## src/rtl/detector_jogada.sv

```systemverilog
`default_nettype none
// ============================================================================
//  Module      : detector_jogada
//  Description : Input conditioner for the game control unit. Synchronizes the
//                four raw player buttons, debounces press and release, and
//                emits one single-cycle 'jogada' pulse per accepted press.
//                Presses confirmed while 'habilita' is low are swallowed.
//  Ports       : clock        - system clock, rising edge
//                reset_n      - asynchronous active-low reset
//                botoes[3:0]  - raw asynchronous buttons, active-high
//                habilita     - control unit is waiting for a play
//                jogada       - one-cycle pulse marking an accepted play
//                jogada_valor - pattern of the last accepted play (held)
//                multiplas    - pulse with 'jogada' when >1 button is set
//                db_estado    - current FSM state code (7 = illegal)
//  Revision    : 1.0 - initial release
// ============================================================================
module detector_jogada #(
    parameter int DEBOUNCE_CICLOS = 1000   // must be >= 2
) (
    input  logic       clock,
    input  logic       reset_n,
    input  logic [3:0] botoes,
    input  logic       habilita,
    output logic       jogada,
    output logic [3:0] jogada_valor,
    output logic       multiplas,
    output logic [2:0] db_estado
);

    localparam int              CW       = $clog2(DEBOUNCE_CICLOS) + 1;
    localparam logic [CW-1:0]   CONT_MAX = CW'(DEBOUNCE_CICLOS - 1);
    localparam logic [CW-1:0]   CONT_UM  = CW'(1);

    typedef enum logic [2:0] {
        OCIOSO       = 3'd0,
        FILTRA_PRESS = 3'd1,
        EMITE        = 3'd2,
        ESPERA_SOLTA = 3'd3,
        FILTRA_SOLTA = 3'd4
    } estado_t;

    estado_t        estado;
    estado_t        prox_estado;
    logic [3:0]     sinc_a;
    logic [3:0]     sinc;
    logic [3:0]     amostra;
    logic [3:0]     amostra_prox;
    logic [CW-1:0]  cont;
    logic [CW-1:0]  cont_prox;
    logic [3:0]     valor_reg;
    logic           aceita;

    // Two-flop synchronizer per button bit
    always_ff @(posedge clock or negedge reset_n) begin
        if (!reset_n) begin
            sinc_a <= 4'd0;
            sinc   <= 4'd0;
        end else begin
            sinc_a <= botoes;
            sinc   <= sinc_a;
        end
    end

    always_ff @(posedge clock or negedge reset_n) begin
        if (!reset_n) begin
            estado    <= OCIOSO;
            amostra   <= 4'd0;
            cont      <= '0;
            valor_reg <= 4'd0;
        end else begin
            estado  <= prox_estado;
            amostra <= amostra_prox;
            cont    <= cont_prox;
            if (aceita) begin
                valor_reg <= amostra;
            end
        end
    end

    always_comb begin
        prox_estado  = estado;
        amostra_prox = amostra;
        cont_prox    = cont;
        case (estado)
            OCIOSO: begin
                if (sinc != 4'd0) begin
                    amostra_prox = sinc;
                    cont_prox    = '0;
                    prox_estado  = FILTRA_PRESS;
                end
            end
            FILTRA_PRESS: begin
                if (sinc == 4'd0) begin
                    prox_estado = OCIOSO;
                end else if (sinc != amostra) begin
                    // A different pattern restarts the filter around it
                    amostra_prox = sinc;
                    cont_prox    = '0;
                end else if (cont == CONT_MAX) begin
                    prox_estado = EMITE;
                end else begin
                    cont_prox = cont + CONT_UM;
                end
            end
            EMITE: begin
                prox_estado = ESPERA_SOLTA;
            end
            ESPERA_SOLTA: begin
                // Pattern changes while held are deliberately ignored
                if (sinc == 4'd0) begin
                    cont_prox   = '0;
                    prox_estado = FILTRA_SOLTA;
                end
            end
            FILTRA_SOLTA: begin
                if (sinc != 4'd0) begin
                    prox_estado = ESPERA_SOLTA;
                end else if (cont == CONT_MAX) begin
                    prox_estado = OCIOSO;
                end else begin
                    cont_prox = cont + CONT_UM;
                end
            end
            default: begin
                prox_estado = OCIOSO;
            end
        endcase
    end

    // Outputs are decoded from the state register; habilita only matters in
    // the emite cycle, so a press confirmed while disabled is lost for good.
    assign aceita       = (estado == EMITE) && habilita;
    assign jogada       = aceita;
    assign multiplas    = aceita && ((amostra & (amostra - 4'd1)) != 4'd0);
    // Bypass makes the new pattern visible in the same cycle as the pulse
    assign jogada_valor = aceita ? amostra : valor_reg;

    always_comb begin
        db_estado = 3'd7;
        case (estado)
            OCIOSO, FILTRA_PRESS, EMITE, ESPERA_SOLTA, FILTRA_SOLTA:
                db_estado = estado;
            default:
                db_estado = 3'd7;
        endcase
    end

endmodule
`default_nettype wire
```

## config.mk

```make
export PLATFORM = sky130hd
export DESIGN_NAME = detector_jogada
export DESIGN_NICKNAME = d
export VERILOG_FILES = /design/src/rtl/detector_jogada.sv
export SDC_FILE = /design/constraint.sdc
export NUM_CORES = 1
export LEC_CHECK = 0
export CORE_ASPECT_RATIO = 1.5
export CORE_MARGIN = 2
export CORE_UTILIZATION = 42
export DETAILED_ROUTE_END_ITERATION = 8
export GPL_TIMING_DRIVEN = 1
export PLACE_DENSITY = 0.69
export SKIP_LAST_GASP = 1
export SLEW_MARGIN = 15
export SYNTH_ARGS = -nofsm -noshare
export SYNTH_HDL_FRONTEND = slang
export SYNTH_SLANG_ARGS = --single-unit
```

## constraint.sdc

```tcl
create_clock -name clock -period 1.7 [get_ports clock]
set_input_delay 0.34 -clock clock [delete_from_list [all_inputs] [get_ports clock]]
set_output_delay 0.34 -clock clock [all_outputs]
set_load 0.005 [all_outputs]
```

==> summary.txt <==
Run status
  – Run status: finished with violations
  – Violations in the final reports: setup timing

Synthesis
  – Fraction of synthesized cell area taken by the top area cell type: 0.515
  – Most numerous cell types in the synthesized netlist: 30 x dfrtp_1, 19 x nand2_1, 12 x nor2_1, 8 x a21oi_1, 6 x nand3_1
  – Share of the yosys chip area belonging to registers: 0.515
  – Predominant post-synthesis flop cell: dfrtp_1
  – Mapped Avg Cell Area: 10.3 um2
  – Yosys reg bits: 30
  – Syn nets: 150
  – Most common cell in the netlist: dfrtp_1
  – Cell type with the highest aggregate area in the netlist: dfrtp_1
  – Cells after synthesis: 142
  – Mapped cell area: 0.00146 mm2
  – Fraction of registers with async set/reset: 1.00
  – Post-synth EDFFs: 0
  – Dominant cells by area after synthesis: dfrtp_1 51%, nand2_1 4.9%, mux2_2 3.1%, nor2_1 3.1%, a21oi_1 2.7%
  – Warnings from Yosys: 0
  – Count of different cell masters after synthesis: 39

Placed design
  – Half-perimeter wire length of the detailed placement result: 2.46 mm
  – Buffers on Ports: 15
  – Final weighted congestion in routability-driven placement: 0.824
  – Worst setup slack before clock tree synthesis: -707 ps

Route
  – Vias: 1325
  – DRT Wirelength: 3.75 mm
  – Drt drc: 0
  – Avg WL per Cell: 15.4 um
  – Mean number of vias per cell: 5.45
  – First-pass detailed-route iteration total: 4
  – Post-route antenna net violation count: 0
  – Count of routing violations after the opening detailed-route iteration: 25

Cells and area
  – Ratio of cells with drive above 1 in the final layout: 0.453
  – Antenna Diode Count: 0
  – Net count of the finished layout: 208
  – Largest register FFs: 11
  – Synthesis-to-layout area growth: 56.3%
  – Register bank with the most flops: cont

Worst setup path
  – CP startpoint kind: flop
  – Worst path cell trace: nor4bb_2 -> buf_4 -> buf_6 -> mux2_4 -> buf_6
  – Data arrival time of the critical path: 1690 ps
  – Required time of the worst setup path: 1360 ps
  – CP max stage cell: dfrtp_1
  – Crit path capture type: output port
  – WS Path Type: flop to output port
  – Crit path max fanout: 5
  – Crit path largest cell delay: 400 ps
  – Cell repeated most along the worst path: buf_6

Power
  – Pwr dens: 651 mW/mm2
  – Pleak: 0.00103 uW
  – Overall power after layout: 1480 uW
  – Max IR drop VDD: 0.651 mV

Floorplanning
  – Die width: 52.1 um
  – Floorplan core area: 0.00335 mm2
  – Overall die height: 76.2 um
  – Std cell rows: 26
  – Top-level I/O count: 16
  – Initial cell density of the core: 0.435
  – Area of the die: 0.00397 mm2

Clock network
  – CTS root buffer: clkbuf_8
  – Post-CTS Hold Buffers: 0
  – Clock tree from TritonCTS: built
  – Clock-pin slew on the worst setup and hold paths: 70 ps
  – Clock sink count: 30
  – Clock buffer count from CTS: 5
  – Bufs on Longest Clock Path: 2
  – H-Tree Depth: 2
  – Latest clock arrival within the worst-skew pair: 290 ps

Global routing
  – Total grt overflow: 0
  – Pin count of the biggest net entering global routing: 31
  – Global-route wire length before repair: 6.18 mm
  – Antenna violations before repair: 0
  – Number of global-route vias before repair: 1330
  – Total global-route track usage: 0.210

STA
  – Crit share post-route: 1.20
  – Worst clock skew on the final layout: 4.65 ps
  – Worst path setup slack after routing: -333 ps
  – Transition time of the tightest slew-check pin: 379 ps
  – Post-layout minimum cycle time: 2030 ps
  – Maximum frequency from static timing analysis: 492 MHz
  – Endpoints failing setup: 18
  – Max-slew headroom at the worst pin: 0.747
  – Setup repair after global routing missed its margin: true
  – Final hold violations: 0
  – Setup TNS: -2820 ps
  – Slew Viols, Final: 0

Flow run
  – Max cap viols: 0

Min path
  – Class of the most critical hold timing path: flop to flop
## area by class of cell
class	count	area, um2
fillers	250	1070
multi-input cells	107	882
flip-flops and latches	30	751
repair buffers	55	495
clock buffers	6	82.6
well taps	42	52.6
clock inverters	2	12.5
inverters	1	3.75
## worst max-delay path, delay by kind of cell, from the launching register on
family                 cells  cell delay (ps)
and+or+nand+nor            1              290
DFF                        1              400
muxes                      1              300
buffers and inverters      3              420
## per-stage QoR
| step | utilization | cell area, um2 | hold slack [ps] | std cells |
|---|---|---|---|---|
| 5_1_grt | 0.680 | 2280 | 359 | 243 |
| 2_1_floorplan | - | 1500 | 44.4 | 142 |
| 3_5_place_dp | 0.562 | 1880 | 335 | 221 |
| 4_1_cts | 0.644 | 2160 | 347 | 238 |
| 3_3_place_gp | 0.562 | 1880 | 333 | 221 |
| 6_report | 0.680 | 2280 | 344 | 243 |
## power by group
group | total [uW] | leakage [uW] | switching [uW] | internal [uW]
combinational | 142 | 0.000593 | 72.4 | 69.3
clock | 598 | 0.0000472 | 273 | 325
sequential | 745 | 0.000386 | 12.7 | 732
## final timing paths
path,from,slack [ps],endpoint,depth (start not counted)
worst min register to register,sinc_a[2]$_DFF_PN0_,340,sinc[2]$_DFF_PN0_,0
worst max register to register,sinc[2]$_DFF_PN0_,-190,cont[10]$_DFFE_PN0P_,6
min in group asynchronous,reset_n,440,cont[2]$_DFFE_PN0P_,2
worst min-delay path,sinc_a[2]$_DFF_PN0_,340,sinc[2]$_DFF_PN0_,0
max in group asynchronous,reset_n,980,estado[0]$_DFFE_PN0P_,2
worst max-delay path,estado[0]$_DFFE_PN0P_,-330,jogada_valor[1],5
## cells in the final DEF, fill, tap and decap left out, drive strengths merged, types with 4 or more instances in the layout
cell / count
nand2: 20
mux2: 4
o21ai: 5
a21oi: 8
a31oi: 4
xnor2: 4
xor2: 4
dfrtp: 30
buf: 46
nand3: 6
mux2i: 4
nor2: 12
clkdlybuf4s50: 5
clkbuf: 6
## metal layers
layer  up-vias  GRT usage  routed length [um]
li1        630          -                   -
met1       652      0.233                1440
met2        33      0.358                2040
met3        10     0.0588                 170
met4         0     0.0947                 106
met5         -          0                   0
## cell families (layout without fill, tap and decap cells)
family / count (synthesis) / in the layout / synth area share
AO/OA/AOI/OAI: 29 / 30 / 0.132
XOR/XNOR: 8 / 8 / 0.0480
adder cells (fa/ha/maj): 2 / 2 / 0.0154
buffers and inverters: 7 / 64 / 0.0197
flip-flops: 30 / 30 / 0.515
multiplexers: 7 / 8 / 0.0600
AND/OR/NAND/NOR: 59 / 59 / 0.210
## timing repair
item	in CTS	in global routing
pin swaps	17	21
resized for setup	55	19
cloned	2	0
setup buffers	7	5
setup endpoints to repair	21	23
Note: power is estimated with default switching activity, not from simulation.
